`src/rtl/verifier_coeff_loader.sv`:
```
// Coefficient loader feeding the Verifier's Horner evaluator.
// Streams field elements in, range-checks them, then launches one evaluation.
`ifndef F_NBITS
`define F_NBITS 64
`endif
`ifndef F_Q
`define F_Q 64'hFFFF_FFFF_0000_0001
`endif

module verifier_coeff_loader #(
  parameter int maxDegree = 8,
  parameter int cBits = $clog2(maxDegree + 1)
) (
  input  logic                                 clk,
  input  logic                                 rstb,
  input  logic                                 load,
  input  logic                                 cubic,
  input  logic                                 round,
  input  logic [cBits-1:0]                     ncoeff,
  input  logic                                 in_valid,
  input  logic [`F_NBITS-1:0]                  in_data,
  output logic                                 in_ready,
  output logic [maxDegree:0][`F_NBITS-1:0]     c_out,
  output logic                                 horner_en,
  input  logic                                 horner_ready,
  output logic                                 done,
  output logic                                 busy,
  output logic                                 range_err
);

  if (maxDegree < 3) begin : g_chk_deg
    $error("maxDegree must be at least 3");
  end
  if (cBits != $clog2(maxDegree + 1)) begin : g_chk_cbits
    $error("cBits is derived from maxDegree");
  end

  localparam logic [cBits-1:0] MaxIdx = cBits'(maxDegree);

  typedef enum logic [1:0] {
    IDLE,
    FILL,
    FIRE,
    WAIT
  } state_t;

  state_t           state_q;
  state_t           state_d;
  logic [cBits-1:0] count_q;
  logic [cBits-1:0] target_q;
  logic             first_q;
  logic             done_q;
  logic             take;
  logic             finish;
  logic             bad_beat;
  logic             err_now;

  assign bad_beat = in_data >= `F_Q;
  assign err_now  = range_err | bad_beat;

  always_comb begin
    state_d = state_q;
    take    = 1'b0;
    finish  = 1'b0;
    case (state_q)
      IDLE: begin
        if (load) state_d = FILL;
      end
      FILL: begin
        if (in_valid) begin
          take = 1'b1;
          if (count_q == target_q) begin
            // A bad batch never reaches the evaluator.
            state_d = err_now ? IDLE : FIRE;
            finish  = err_now;
          end
        end
      end
      FIRE: begin
        state_d = WAIT;
      end
      WAIT: begin
        if (!first_q && horner_ready) begin
          state_d = IDLE;
          finish  = 1'b1;
        end
      end
      default: state_d = IDLE;
    endcase
  end

  always_ff @(posedge clk or negedge rstb) begin
    if (!rstb) begin
      state_q <= IDLE;
      done_q  <= 1'b0;
      first_q <= 1'b0;
    end else begin
      state_q <= state_d;
      done_q  <= finish;
      // Evaluator's ready may lag its enable by a cycle.
      first_q <= (state_q == FIRE);
    end
  end

  always_ff @(posedge clk or negedge rstb) begin
    if (!rstb) begin
      c_out     <= '0;
      count_q   <= '0;
      target_q  <= '0;
      range_err <= 1'b0;
    end else if (state_q == IDLE && load) begin
      c_out     <= '0;
      count_q   <= '0;
      range_err <= 1'b0;
      if (round)
        target_q <= cubic ? cBits'(3) : cBits'(2);
      else
        target_q <= (ncoeff > MaxIdx) ? MaxIdx : ncoeff;
    end else if (take) begin
      c_out[count_q] <= in_data;
      if (bad_beat) range_err <= 1'b1;
      if (count_q != target_q) count_q <= count_q + 1'b1;
    end
  end

  assign in_ready  = (state_q == FILL);
  assign horner_en = (state_q == FIRE);
  assign busy      = (state_q != IDLE);
  assign done      = done_q;

endmodule

```
`config.mk`:
```
export PLATFORM = sky130hd
export DESIGN_NAME = verifier_coeff_loader
export DESIGN_NICKNAME = d
export VERILOG_FILES = /design/src/rtl/verifier_coeff_loader.sv
export SDC_FILE = /design/constraint.sdc
export NUM_CORES = 1
export LEC_CHECK = 0
export BUFFER_PORTS_ARGS = -buffer_cell sky130_fd_sc_hd__buf_2
export CAP_MARGIN = 20
export CORE_AREA = 2 2 254 256
export CTS_BUF_LIST = sky130_fd_sc_hd__clkbuf_8
export DETAILED_ROUTE_END_ITERATION = 6
export DIE_AREA = 0 0 256 258
export PLACE_DENSITY_LB_ADDON = 0.12
export SETUP_SLACK_MARGIN = 0.1
export SYNTH_ARGS = -nofsm -noshare
export SYNTH_HDL_FRONTEND = slang
export SYNTH_SLANG_ARGS = --single-unit
```
`constraint.sdc`:
```
create_clock -name clk -period 2.5 [get_ports clk]
set_clock_uncertainty 0.15 [all_clocks]
set_input_delay 0.375 -clock clk [delete_from_list [all_inputs] [get_ports clk]]
set_output_delay 0.375 -clock clk [all_outputs]
set_load 0.1 [all_outputs]
```
# Word-level counts from Yosys, hierarchy flattened
# Cells that the tools add are included.
totals:
  regBits: 589
  latch_bits: 0
  ram_bits: 0
  romBits: 0
  out_inout_bits: 581
  elab_cells: 68
  n_memories: 0
op_classes:
  add_sub_neg: 1
  n_mul: 0
  n_div: 0
  n_lt_le_gt_ge: 4
  n_eq_ne: 9
  n_shift: 0
  muxes: 26
  n_bitwise: 1
  n_reduce_logical: 12
ops:
  columns: ["cell", "n"]
  rows:
  - ["576-bit two-way mux", 2]
  - ["576-bit bitwise mux", 1]
  - ["64-bit demux with 4-bit select", 1]
  - ["64-bit greater-or-equal comparator (second input constant)", 1]
  - ["64-bit two-way mux", 1]
  - ["4-bit two-way mux", 5]
  - ["2-bit two-way mux", 5]
  - ["1-bit two-way mux", 9]
  - ["2-bit case mux with 4 select lines", 1]
  - ["2-bit nonzero test", 4]
  - ["2-bit != test (second input constant)", 3]
  - ["4-bit by 5-bit less-than comparator with 1-bit output (second input constant)", 1]
  - ["4-bit by 1-bit adder with 4-bit output (second input constant)", 1]
  - ["2-bit equality test (second input constant)", 2]
  - ["4-bit equality test", 1]
  - ["4-bit by 1-bit greater-or-equal comparator with 1-bit output (second input constant)", 1]
  - ["4-bit greater-than comparator (second input constant)", 1]
  - ["4-bit != test", 1]
  - ["2-bit AND reduction", 2]
  - ["4-bit AND reduction", 1]
  - ["1-bit logical AND", 3]
  - ["2-bit by 1-bit equality test with 1-bit output (second input constant)", 1]
  - ["2-bit zero test", 1]
  - ["2-bit by 1-bit != test with 1-bit output (second input constant)", 1]
  - ["other kinds (3)", 3]

# Logic depth before layout (Yosys ltp)
# Gate-level depths: netlist of run 1.
logic_depth:
  ltp_word: 7
  ltp_mapped: 8

# Least setup slack after synthesis of run 1
# Ideal clock, no wire load.
synth_timing:
  path_type: "reg-to-output"
  startpoint: "reg (tool-made name)"
  endpoint: "out in_ready"
  t_arrival_ns: 1.838
  t_required_ns: 1.975
  setup_slack_ns: 0.137
  path_stages_with_launch: 3
  path_cell_list: "dfrtp_1 buf_2 nor2b_1"
synth_rtl:
  columns: ["element", "line_no", "source"]
  rows:
  - ["end: declaration", "22", "output logic in_ready,"]

==> results.sh, run 1 <==
export IMPL_clkTransAtPathRegs_ns=0.06
export IMPL_numPlacedInstances=4038
export IMPL_min_period_ns=2.34
export IMPL_yosysSeqAreaShare_pct=62.0
export IMPL_worst_setup_path_type="input port to flop"
export IMPL_overflow=0
export IMPL_cp_required_ns=2.93
export IMPL_clk_latency_ns=0.69
export IMPL_layout_commonest_cell="nand2_1"
export IMPL_vias=22300
export IMPL_cts_root_buffer_cell="clkbuf_8"
export IMPL_start_kind="input port"
export IMPL_nFillCells=6159
export IMPL_track_usage_pct=29.5
export IMPL_syn_nets=2740
export IMPL_postSynthCellCount=2661
export IMPL_globalplace_congestion=0.864
export IMPL_layout_setup_ws_ns=0.158
export IMPL_ys_ff_latch=589
export IMPL_most_common_layout_cells="nand2_1 (1137), buf_2 (651), dfrtp_1 (589)"
export IMPL_critical_path_slowest_cell="nor4_1"
export IMPL_fin_util_pct=49.3
export IMPL_fp_dieW_um=256
export IMPL_crit_path_cell_trace="dlygate4sd3_1, buf_2, nand4_1, nor4_1, buf_4, o211ai_1, buf_4, a22o_1"
export IMPL_worstMarginPinSlew_ns=0.824
export IMPL_grt_setup_unrepaired="no"
export IMPL_die_h_um=258
export IMPL_drt_total_wl_mm=99.2
export IMPL_pre_cts_ws_ns=0.125
export IMPL_rrSetupSlack_ns=0.24
export IMPL_fin_cells=4307
export IMPL_relSlewSlack_pct=44.5
export IMPL_tns_ns=0
export IMPL_drt_iter0_markers=2224
export IMPL_drv_cap=0
export IMPL_drc=0
export IMPL_reg2reg_to="target_q[0]"
export IMPL_hold_violations=0
export IMPL_cp_end_kind="flop"
export IMPL_cts_tree="yes"
export IMPL_syn_avg_cell_area_um2=8.93
export IMPL_critical_path_startpoint="in_data[39]"
export IMPL_firstDrtPassIters=7
export IMPL_routed_via_density=5.17
export IMPL_status="finished, final reports clean"
export IMPL_antenna_found_initial=2
export IMPL_synthDistinctLibCells=40
export IMPL_clock_path_buffers=3
export IMPL_rows=93
export IMPL_max_freq_mhz=427
export IMPL_reg2regPathDepth=5
export IMPL_crit_top_cell="buf_4"
export IMPL_setup_viol=0
export IMPL_drive_gt1_share_pct=27.4
export IMPL_numPortBuffers=655
export IMPL_wire_per_inst_um=23.0
export IMPL_grt_max_degree=158
export IMPL_synth_area_mm2=0.0238
export IMPL_grt_pass1_vias=22100
export IMPL_htree_levels=3
export IMPL_path_max_fanout=10
export IMPL_core_area_mm2=0.0636
export IMPL_clkSinkCount=589
export IMPL_min_period_over_period_pct=93.7
export IMPL_cts_made_buffers=103
export IMPL_grt_first_pass_wirelength_mm=147
export IMPL_initial_core_util_pct=37.3
export IMPL_worstPathArrival_ns=2.77
export IMPL_finalMaxSlewViolations=0
export IMPL_ys_warn_count=0
export IMPL_place_hpwl_mm=66.8
export IMPL_critical_path_max_stage_delay_ns=0.77
export IMPL_area_growth_pct=31.9
export IMPL_io_pins=656
export IMPL_dieArea_mm2=0.0660
export IMPL_hp_class="input port to asynchronous set/reset pin"
export IMPL_nNetsFinal=3445
export IMPL_postRouteAntennaNets=0
final cells by class:
type / count / area (µm²) / share of cell area [%]
multi-input combinational: 1815 / 7960 / 25.4
antenna: 2 / 5.00 / 0.0160
clock buffer: 134 / 1840 / 5.88
tap: 855 / 1070 / 3.41
sequential: 589 / 14700 / 47.0
timing repair buffer: 853 / 5440 / 17.4
inverter: 4 / 15.0 / 0.0479
clock inverter: 55 / 274 / 0.874
critical path: cells and delay by family:
kind / cells / cell delay, ns
AO/OA/AOI/OAI: 2 / 0.24
AND/OR/NAND/NOR: 2 / 0.97
buffers and inverters: 4 / 1.18
cell usage after synthesis (all sizes together):
library cell	n	area share (%)
o211ai	1	0.032
nand3b	2	0.063
a21oi	568	12
and4	1	0.037
or3b	1	0.037
a22o	1	0.037
ha	4	0.21
or2	1	0.026
or3	1	0.026
inv	4	0.063
a221oi	1	0.037
nand2	1137	18
nor2b	2	0.053
nand2b	1	0.026
nor4	10	0.26
or4	1	0.032
o31ai	2	0.063
nor2	19	0.30
and3b	1	0.037
a22oi	12	0.38
dfrtp	589	62
o221ai	1	0.037
nor3b	1	0.053
a311oi	1	0.037
a21o	1	0.032
clkbuf	147	2.3
xnor2	4	0.15
nand4	11	0.29
and3	8	0.21
mux2i	1	0.042
nor3	2	0.089
nand3	14	0.44
o21ai	4	0.084
o211a	1	0.042
buf	106	2.5
state kept, by name, summed over array words and instances, names as in the netlist, named ones only:
signal and cells:
first_q 1, done 1, c_out 576, range_err 1, state_q 1, count_q 4, target_q 4
metal layers:
layer | up-vias | part of all wire [%] | track usage [%]
li1 | 9982 | - | -
met3 | 192 | 8.4 | 7.63
met5 | - | 0 | 0
met4 | 0 | 4.1 | 12.7
met1 | 11100 | 40 | 37.5
met2 | 979 | 48 | 48.0
how the worst max path moves through the flow:
stage / to / cells after the start / slack [ns]
finish: flop / 8 / 0.16
global route: c_out[572] / 7 / 0.10
CTS: busy / 3 / 0.15
detailed placement: done / 7 / 0.12
global placement: done / 7 / 0.13
floorplan: in_ready / 2 / 0.14
through the flow:
step,hold slack (ns),area [µm²]
global placement,0.158,28400
detailed placement,0.160,28400
CTS,0.0124,31300
global route,0.0396,31300
floorplan,-0.0706,23800
finish,0.0703,31300
what timing repair did:
item,4_1_cts,5_1_grt
setup endpoints to repair,3,0
buffers inserted,1,0
hold buffers,77,0
gates resized for setup,4,0
endpoints found under the hold margin,1072,0
cells by family (layout without fill, tap and decap cells):
group           after synthesis  in the layout  share of synthesized area (%)
fa+ha+maj                     4              4                          0.211
other cells                   0              2                              0
simple gates               1213           1213                           19.9
compound gates              593            593                           12.7
xor+xnor                      4              4                          0.147
buf+inv                     257           1046                           4.90
mux                           1              1                         0.0421
flops                       589            589                           62.0
Power of run 1 is not shown: default switching activity piles up to over one toggle a cycle in this logic, so the estimate is an artifact.
==> inputs of run 2 (changes only) <==
--- a/constraint.sdc
+++ b/constraint.sdc
@@ -3,3 +3,3 @@
 set_input_delay 0.375 -clock clk [delete_from_list [all_inputs] [get_ports clk]]
 set_output_delay 0.375 -clock clk [all_outputs]
-set_load 0.1 [all_outputs]
+set_load 0.01 [all_outputs]
==> run 2 against run 1 <==
  * Worst setup slack got worse by 0.021 ns
  * Design area barely moved
  * Maximum frequency fell by 0.90%
  * Wire length barely moved
  * Critical path depth did not move
  * Cell count barely moved
  * Hold slack got worse by 0.0021 ns
  * Die area did not move
  * Non-clock buffer count fell by 1
  * First-iteration DRC count rose by 8.2%
  * Critical path type unchanged
  * Largest cell class unchanged
==> results.sh, run 2 (same netlist as run 1, synthesis figures left out) <==
export IMPL_io_pins=656
export IMPL_clkSinkCount=589
export IMPL_tns_ns=0
export IMPL_routed_via_density=5.18
export IMPL_grt_first_pass_wirelength_mm=147
export IMPL_critical_path_startpoint="in_data[42]"
export IMPL_power_frac_comb_pct=34.6
export IMPL_relSlewSlack_pct=42.2
export IMPL_drt_iter0_markers=2406
export IMPL_hp_class="input port to asynchronous set/reset pin"
export IMPL_max_freq_mhz=423
export IMPL_min_period_ns=2.36
export IMPL_power_frac_seq_pct=39.9
export IMPL_htree_levels=3
export IMPL_drv_cap=0
export IMPL_grt_setup_unrepaired="no"
export IMPL_postRouteAntennaNets=0
export IMPL_start_kind="input port"
export IMPL_rows=93
export IMPL_drive_gt1_share_pct=27.4
export IMPL_cp_end_kind="flop"
export IMPL_worstMarginPinSlew_ns=0.860
export IMPL_cts_made_buffers=103
export IMPL_cts_tree="yes"
export IMPL_initial_core_util_pct=37.3
export IMPL_power_density_mw_per_mm2=1140
export IMPL_grt_pass1_vias=22100
export IMPL_drc=0
export IMPL_worst_setup_path_type="input port to flop"
export IMPL_setup_viol=0
export IMPL_stdcell_area_mm2=0.0313
export IMPL_rrSetupSlack_ns=0.21
export IMPL_p_total_mw=35.6
export IMPL_clkPwrFrac_pct=25.4
export IMPL_r2r_start="state_q[0]"
export IMPL_globalplace_congestion=0.864
export IMPL_vias=22300
export IMPL_cp_required_ns=2.93
export IMPL_largest_register="c_out"
export IMPL_peakVddDrop_mv=0.513
export IMPL_largestRegisters="c_out: 576 flops, count_q: 4 flops, target_q: 4 flops"
export IMPL_grt_max_degree=158
export IMPL_dpl_cell_area_mm2=0.0284
export IMPL_wire_per_inst_um=23.0
export IMPL_nNetsFinal=3444
export IMPL_min_period_over_period_pct=94.5
export IMPL_most_common_layout_cells="nand2_1 (1137), buf_2 (654), dfrtp_1 (589)"
export IMPL_p_switching_mw=13.8
export IMPL_p_int_mw=21.8
export IMPL_reg2reg_to="target_q[0]"
export IMPL_power_leakage_nw=15.9
export IMPL_cts_root_buffer_cell="clkbuf_8"
export IMPL_overflow=0
export IMPL_post_cts_buffers=0
export IMPL_numPortBuffers=655
export IMPL_drt_total_wl_mm=99.2
export IMPL_clk_latency_ns=0.69
export IMPL_hold_violations=0
export IMPL_status="finished, final reports clean"
export IMPL_reg2regPathDepth=5
export IMPL_worstPathArrival_ns=2.79
export IMPL_path_max_fanout=10
export IMPL_switching_share_pct=38.7
export IMPL_finalMaxSlewViolations=0
export IMPL_antenna_found_initial=2
export IMPL_fin_util_pct=49.2
export IMPL_layout_commonest_cell="nand2_1"
export IMPL_place_hpwl_mm=66.8
export IMPL_track_usage_pct=29.5
export IMPL_firstDrtPassIters=6
export IMPL_core_area_mm2=0.0636
export IMPL_largest_reg_flops=576
export IMPL_fp_dieW_um=256
export IMPL_clkTransAtPathRegs_ns=0.06
export IMPL_dieArea_mm2=0.0660
export IMPL_fin_cells=4306
export IMPL_numPlacedInstances=4038
export IMPL_clock_path_buffers=3
export IMPL_die_h_um=258
export IMPL_area_growth_pct=31.8
run 2: changes by cell type in the layout (fill, tap and decap cells not counted):
cell,change
buf_4,-3
buf_2,+3
buf_6,-1
run 2: critical path: stages:
cell and delay, ns:
dlygate4sd3_1 0.52, buf_2 0.30, nand4_1 0.25, nor4_1 0.71, buf_4 0.23, o211ai_1 0.07
buf_4 0.15, a22o_1 0.17
run 2: per-stage QoR:
step	setup slack [ns]	hold slack (ns)
finish	0.136	0.0682
global route	0.102	0.0396
CTS	0.133	0.0124
detailed placement	0.125	0.160
global placement	0.135	0.158
floorplan	0.628	-0.0706
run 2: power groups by stage:
stage,combinational (mW),sequential (mW),clock [mW]
2_1_floorplan,4.88,15.4,0
3_3_place_gp,12.0,14.2,0
3_5_place_dp,12.2,14.3,0
4_1_cts,12.4,14.2,9.24
5_1_grt,13.4,14.5,9.70
6_report,12.3,14.2,9.04
run 2: layer usage:
metal	vias up	routed length, µm	GRT usage [%]
li1	9988	-	-
met4	0	4000	12.7
met5	-	0	0
met3	194	8400	7.63
met1	11100	39200	37.5
met2	1041	47600	48.0
run 2: worst min-delay path by stage:
stage	start	end	slack [ns]	depth (start not counted)
detailed placement	rstb	c_out[559]	0.16	1
floorplan	rstb	asynchronous set/reset pin	-0.07	0
global route	rstb	c_out[546]	0.04	2
finish	rstb	c_out[164]	0.07	2
global placement	rstb	c_out[559]	0.16	1
CTS	rstb	c_out[164]	0.01	2
run 2: layout make-up:
cell class	count	area, µm²
inverter	4	15.0
multi-input combinational	1815	7960
clock inverter	55	274
antenna	2	5.00
tap	855	1070
sequential	589	14700
fill	6161	32300
clock buffer	134	1840
timing repair buffer	852	5420
run 2: what timing repair did:
item / in CTS / in global routing
endpoints found under the hold margin: 1072 / 0
resized for setup: 0 / 0
hold buffers: 77 / 0
Power figures use the tool's default switching activity.
